### src/rtl/pulse_channel.sv
// pulse_channel: square-wave tone generator with optional volume envelope.
// Captures a note load (period, duty, volume, decay) and emits a registered 4-bit
// PCM sample stream. Each of the 8 duty steps lasts period+1 clocks.
// Optional feature macro: PULSE_ENVELOPE_EN enables the frame-tick volume envelope
// (decay divider). Without it, i_decay and i_tick_stb are ignored.
module pulse_channel #(
   parameter int unsigned PERIOD_W = 12,
   parameter int unsigned VOL_W    = 4
) (
   input  logic                i_clk,
   input  logic                i_rst_n,
   input  logic                i_tick_stb,
   input  logic                i_load_stb,
   input  logic                i_stop_stb,
   input  logic [PERIOD_W-1:0] i_period,
   input  logic [1:0]          i_duty,
   input  logic [VOL_W-1:0]    i_volume,
   input  logic [3:0]          i_decay,
   output logic [VOL_W-1:0]    o_sample,
   output logic                o_active
);

   typedef enum logic [0:0] {StIdle, StPlay} state_e;

   state_e              state_q, state_d;
   logic [PERIOD_W-1:0] period_q, period_d;
   logic [PERIOD_W-1:0] timer_q, timer_d;
   logic [1:0]          duty_q, duty_d;
   logic [2:0]          step_q, step_d;
   logic [VOL_W-1:0]    vol_q, vol_d;
   logic [VOL_W-1:0]    sample_q, sample_d;
   logic                active_q, active_d;
   logic                duty_hi;
   logic                is_rest;

`ifdef PULSE_ENVELOPE_EN
   logic [3:0]          decay_q, decay_d;
   logic [3:0]          div_q, div_d;
`else
   // Envelope inputs have no function in this build.
   logic                unused_env;
   assign unused_env = ^{i_decay, i_tick_stb};
`endif

   // A load with zero period or zero volume is a rest and parks the channel.
   assign is_rest = (i_period == '0) || (i_volume == '0);

   // State and datapath registers.
   always_ff @(posedge i_clk or negedge i_rst_n) begin
      if (!i_rst_n) begin
         state_q  <= StIdle;
         period_q <= '0;
         timer_q  <= '0;
         duty_q   <= 2'd0;
         step_q   <= 3'd0;
         vol_q    <= '0;
         sample_q <= '0;
         active_q <= 1'b0;
`ifdef PULSE_ENVELOPE_EN
         decay_q  <= 4'd0;
         div_q    <= 4'd0;
`endif
      end else begin
         state_q  <= state_d;
         period_q <= period_d;
         timer_q  <= timer_d;
         duty_q   <= duty_d;
         step_q   <= step_d;
         vol_q    <= vol_d;
         sample_q <= sample_d;
         active_q <= active_d;
`ifdef PULSE_ENVELOPE_EN
         decay_q  <= decay_d;
         div_q    <= div_d;
`endif
      end
   end

   // Next-state: stop beats load, load beats timer and envelope events.
   always_comb begin
      state_d  = state_q;
      period_d = period_q;
      timer_d  = timer_q;
      duty_d   = duty_q;
      step_d   = step_q;
      vol_d    = vol_q;
`ifdef PULSE_ENVELOPE_EN
      decay_d  = decay_q;
      div_d    = div_q;
`endif
      if (i_stop_stb) begin
         state_d = StIdle;
         vol_d   = '0;
      end else if (i_load_stb) begin
         period_d = i_period;
         timer_d  = i_period;
         duty_d   = i_duty;
         step_d   = 3'd0;
         vol_d    = i_volume;
`ifdef PULSE_ENVELOPE_EN
         decay_d  = i_decay;
         div_d    = i_decay;
`endif
         state_d  = is_rest ? StIdle : StPlay;
      end else if (state_q == StPlay) begin
         // Tone timer: reload on zero and move to the next duty step.
         if (timer_q == '0) begin
            timer_d = period_q;
            step_d  = step_q + 3'd1;
         end else begin
            timer_d = timer_q - PERIOD_W'(1);
         end
`ifdef PULSE_ENVELOPE_EN
         // Envelope: the tick that brings the divider to zero drops the volume.
         if (i_tick_stb && (decay_q != 4'd0)) begin
            if (div_q <= 4'd1) begin
               div_d = decay_q;
               vol_d = vol_q - VOL_W'(1);
               if (vol_q == VOL_W'(1)) begin
                  state_d = StIdle;
               end
            end else begin
               div_d = div_q - 4'd1;
            end
         end
`endif
      end
   end

   // Duty decode of the current step.
   always_comb begin
      duty_hi = 1'b0;
      unique case (duty_q)
         2'd0:    duty_hi = (step_q == 3'd7);
         2'd1:    duty_hi = (step_q[2:1] == 2'b11);
         2'd2:    duty_hi = step_q[2];
         default: duty_hi = (step_q <= 3'd5);
      endcase
   end

   // Output stage is fed from registered state only, so outputs lag state by a cycle.
   always_comb begin
      active_d = (state_q == StPlay);
      sample_d = '0;
      if ((state_q == StPlay) && duty_hi) begin
         sample_d = vol_q;
      end
   end

   assign o_sample = sample_q;
   assign o_active = active_q;

endmodule
### config.mk
export PLATFORM = sky130hd
export DESIGN_NAME = pulse_channel
export DESIGN_NICKNAME = d
export VERILOG_FILES = /design/src/rtl/pulse_channel.sv
export SDC_FILE = /design/constraint.sdc
export NUM_CORES = 1
export LEC_CHECK = 0
export CELL_PAD_IN_SITES_DETAIL_PLACEMENT = 0
export CELL_PAD_IN_SITES_GLOBAL_PLACEMENT = 1
export CORE_MARGIN = 4
export CORE_UTILIZATION = 30
export DETAILED_ROUTE_END_ITERATION = 8
export GPL_TIMING_DRIVEN = 0
export PLACE_DENSITY = 0.66
export SLEW_MARGIN = 10
export SYNTH_ARGS = -nofsm -noshare
export SYNTH_HDL_FRONTEND = slang
export SYNTH_SLANG_ARGS = --single-unit
### constraint.sdc
create_clock -name i_clk -period 4.6 [get_ports i_clk]
set_input_delay 0.69 -clock i_clk [delete_from_list [all_inputs] [get_ports i_clk]]
set_output_delay 0.69 -clock i_clk [all_outputs]
set_load 0.01 [all_outputs]
======== Word level (Yosys, flattened, before mapping) ========
Cells that the tools add are included.
cells by class
  order comparisons ....................... 1
  reductions and logical operators ........ 12
  add/subtract/negate cells ............... 2
  bitwise logic cells ..................... 1
  equality and inequality tests ........... 4
  multiplexer cells ....................... 13
operator list
  cell                     number
  $mux W12                 3
  $logic_not A12 Y1        2
  $mux W4                  3
  $sub A12 B1 Y12 const B  1
  $mux W3                  3
  $reduce_bool A2 Y1       3
  $eq A2 B2 Y1 const B     2
  $logic_not A4 Y1         1
  $reduce_and A2 Y1        2
  $add A3 B1 Y3 const B    1
  $eq A3 B3 Y1 const B     1
  $le A3 B3 Y1 const B     1
  $mux W1                  3
  $pmux W1 S3              1
  $reduce_and A3 Y1        1
  $eq A2 B1 Y1 const B     1
  $logic_not A2 Y1         1
  $logic_and A1 B1 Y1      1
  $logic_or A1 B1 Y1       1
  $not A1 Y1               1
word-level totals
  logic and storage cells ................. 41
  register bits after elaboration ......... 39
  output and inout bits ................... 5
  bits of input ports ..................... 27

======== Longest topological paths before layout ========
  word-level depth ........................ 5
  mapped depth ............................ 7
  gate-level depth less buffers ........... 6

======== Worst setup path after synthesis ========
Ideal clock, no wire load.
  path type ............................... reg2reg
  start ................................... register timer_q[2]
  end ..................................... register step_q[0]
  data required time ...................... 4.446 ns
  data arrival time ....................... 1.885 ns
  buffers on the path ..................... 2
  period minus slack after synthesis ...... 2.039 ns
  setup time .............................. 0.154 ns
  stages on the path, launching flop included .. 7
  setup slack ............................. 2.561 ns
  cells stage by stage .................... dfrtp_1 -> or4_1 -> buf_2 -> or4_4 -> buf_6 -> nor2_1 -> o311ai_0
between the ends
  longest elaborated chain between the ends .. 3
RTL lines
  element                              RTL line  source
  start: declaration                   27        logic [PERIOD_W-1:0] timer_q, timer_d;
  start signal: assignment             66        timer_q <= timer_d;
  $logic_not A12 Y1                    107       if (timer_q == '0) begin
  $reduce_bool A2 Y1 (no source line)  --
  $reduce_and A3 Y1 (no source line)   --
  end signal: assignment               68        step_q <= step_d;
  end: declaration                     29        logic [2:0] step_q, step_d;
No other way between the ends.
A chain may end at the register's enable or synchronous reset.

======== Worst setup path in the final report ========
  start ................................... input i_load_stb
  end ..................................... register period_q[5]
between the ends
  longest elaborated chain between the ends .. 1
RTL lines
  element                             RTL line  source
  start: declaration                  13        input logic i_load_stb,
  $reduce_and A2 Y1 (no source line)  --
  end signal: assignment              65        period_q <= period_d;
  end: declaration                    26        logic [PERIOD_W-1:0] period_q, period_d;
No other way between the ends.

==> impl_metrics.env <==
export IMPL_numCtsBuffers=5
export IMPL_ir_worst_vdd_mv=0.122
export IMPL_grt_start_max_net_pins=29
export IMPL_drtAntennaViolNets=0
export IMPL_arrival_ns=2.56
export IMPL_synth_area_per_cell_um2=10.3
export IMPL_dr_total_vias=1606
export IMPL_synth_flop_cell="dfrtp_1"
export IMPL_fmax_mhz=420
export IMPL_synth_compound_area_share_pct=14.0
export IMPL_final_hold_viol_count=0
export IMPL_syn_area_um2=2040
export IMPL_maxCapViolCount=0
export IMPL_synth_edf_count=0
export IMPL_cp_slowest_cell="clkbuf_1"
export IMPL_clkTransAtPathRegs_ns=0.08
export IMPL_grt_ovfl_total=0
export IMPL_die_w_um=90.5
export IMPL_drc=0
export IMPL_die_h_um=90.5
export IMPL_leakagePower_nw=1.04
export IMPL_yosysSeqAreaShare_pct=47.8
export IMPL_slew_headroom_pct=49.2
export IMPL_cts_htree_levels=2
export IMPL_placementRows=29
export IMPL_async_flop_share_pct=100
export IMPL_synthCells=198
export IMPL_io_pins=32
export IMPL_synth_warnings=0
export IMPL_placed_cell_area_um2=2410
export IMPL_crit_type="in2reg"
export IMPL_drt_iter0_drc=68
export IMPL_drive_gt1_share_pct=12.4
export IMPL_post_cts_resized=0
export IMPL_clockBufferDepth=2
export IMPL_coreArea_um2=6490
export IMPL_skew_ns=0.00902
export IMPL_clock_sinks=39
export IMPL_finalMaxSlewViolations=0
export IMPL_ys_ff_latch=39
export IMPL_setup_viol=0
export IMPL_required_ns=4.78
export IMPL_hold_path_class="in2async"
export IMPL_period_needed_ns=2.38
export IMPL_cts_hold_buf=0
export IMPL_clock_latency_ns=0.29
export IMPL_antenna_found_initial=0
export IMPL_synth_top_family_by_area="simple AND/OR/NAND/NOR gates"
export IMPL_nNetsFinal=264
export IMPL_fill_cells=644
export IMPL_finalInstanceArea_um2=2520
export IMPL_grt_pass1_vias=1649
export IMPL_io_buffers=26
export IMPL_area_growth_pct=23.3
export IMPL_finalCritPeriodShare_pct=51.7
export IMPL_dp_hpwl_um=3710
export IMPL_yosys_area_share_simple_pct=16.6
export IMPL_worstPathMaxFanout=10
export IMPL_initial_core_util_pct=31.5
export IMPL_synth_xor_area_share_pct=2.57
export IMPL_tightest_slew_ns=0.762
export IMPL_muxShareOfSynthArea_pct=11.6
export IMPL_tns_ns=0
export IMPL_grt_first_pass_wirelength_um=8540
export IMPL_path_cells="clkdlybuf4s50_1 > nor2b_1 > clkbuf_1 > mux2_2"
export IMPL_drt_pre_antenna_iters=4
export IMPL_fp_dieArea_um2=8190
export IMPL_clockRootBuffer="clkbuf_8"
export IMPL_final_cell_mix="dfrtp_1 (39), clkdlybuf4s50_1 (25), mux2_2 (14), nor2_1 (13), inv_1 (11)"
export IMPL_status="finished clean"
export IMPL_ys_types=41
export IMPL_power_per_cell_area_nw_per_um2=347
export IMPL_cp_start_kind="primary input"
export IMPL_place_congestion=0.830
export IMPL_antennaDiodeCount=0
export IMPL_wirelength_um=5090
export IMPL_avgRoutedWirePerCell_um=16.4
export IMPL_end_kind="flip-flop"
export IMPL_syn_num_nets=230
export IMPL_cpPeakStageDelay_ns=0.62
export IMPL_grt_use_total_pct=13.1
export IMPL_synth_adder_area_share_pct=3.06
export IMPL_final_common_cell="dfrtp_1"
export IMPL_viasPerCell=5.18
export IMPL_rsz0062_at_grt="no"
export IMPL_cts_tree="done"
export IMPL_cts_setup_buffers=0
cell usage after synthesis, drive strengths merged (2+ instances only):
library cell	count	area share [%]
inv	11	2.0
xnor2	2	0.86
o21ai	11	2.7
nand4	2	0.61
a211oi	4	1.5
nor2	13	2.4
nand4b	2	0.86
nand3	4	0.98
mux2i	8	3.9
clkbuf	6	1.1
dfrtp	39	48
o311ai	2	0.86
nor2b	3	0.92
a22oi	6	2.2
nor3	8	2.0
and2	4	1.2
mux2	14	7.7
a22o	2	0.86
a21oi	7	1.7
nor3b	2	0.73
or4	6	2.4
buf	4	1.2
nand2	8	1.5
ha	5	3.1
a31oi	2	0.61
nor4	7	2.1
xor2	4	1.7
o31ai	3	1.1
cell type report:
class	instances	area (µm²)	area share (%)
multi-input combinational	138	978	38.8
sequential	39	976	38.7
timing repair buffer	27	275	10.9
clock buffer	7	96.3	3.83
tap	77	96.3	3.83
buffer	10	47.5	1.89
inverter	11	41.3	1.64
clock inverter	1	7.51	0.298
power by group:
group	total, mW	switching [mW]	internal (mW)
clock network	0.261	0.124	0.137
logic	0.182	0.0899	0.0918
registers	0.431	0.0446	0.387
total	0.874	0.259	0.615
path summary, 6_finish.rpt:
path	from	endpoint	slack, ns	depth (start not counted)
max reg2reg	timer_q[2]	timer_q[10]	2.38	6
min in group i_clk	active_d	o_active	0.38	0
min	i_rst_n	vol_q[0]	0.27	1
min reg2reg	active_d	o_active	0.38	0
max	i_load_stb	period_q[5]	2.22	4
max in group asynchronous	i_rst_n	period_q[10]	3.88	2
per-layer routing:
| layer | track usage, % | wire length [µm] | up-vias | part of all wire [%] |
|---|---|---|---|---|
| met3 | 3.75 | 172 | 9 | 3.4 |
| li1 | - | - | 793 | - |
| met2 | 19.0 | 2280 | 31 | 45 |
| met4 | 4.97 | 105 | 0 | 2.1 |
| met5 | 0 | 0 | - | 0 |
| met1 | 18.4 | 2530 | 773 | 50 |
critical path, delay by kind of cell:
kind,cells,cell delay [ns]
buffers and inverters,2,1.15
multiplexers,1,0.41
AND/OR/NAND/NOR,1,0.30
cell families after synthesis:
group | after synthesis
flops | 39
mux | 22
compound gates | 43
buf+inv | 21
xor+xnor | 6
fa+ha+maj | 5
simple gates | 62
state kept, by name, indices dropped and copies added, names as in the netlist:
signal,count
active_d,1
duty_q,2
o_active,1
o_sample,4
period_q,12
step_q,3
timer_q,12
vol_q,4
metrics by stage:
step           instances  util, %  hold WS (ns)  setup slack (ns)  power, mW
6_report             310     38.8         0.271              2.22      0.874
5_1_grt              310     38.8         0.285              2.12      0.931
4_1_cts              310     38.8         0.275              2.23      0.883
3_5_place_dp         302     37.2         0.357              1.92      0.621
3_3_place_gp         301     36.9         0.371              1.75      0.617
2_1_floorplan        198        -         0.352              2.56      0.547
(Power assumes the default switching activity.)
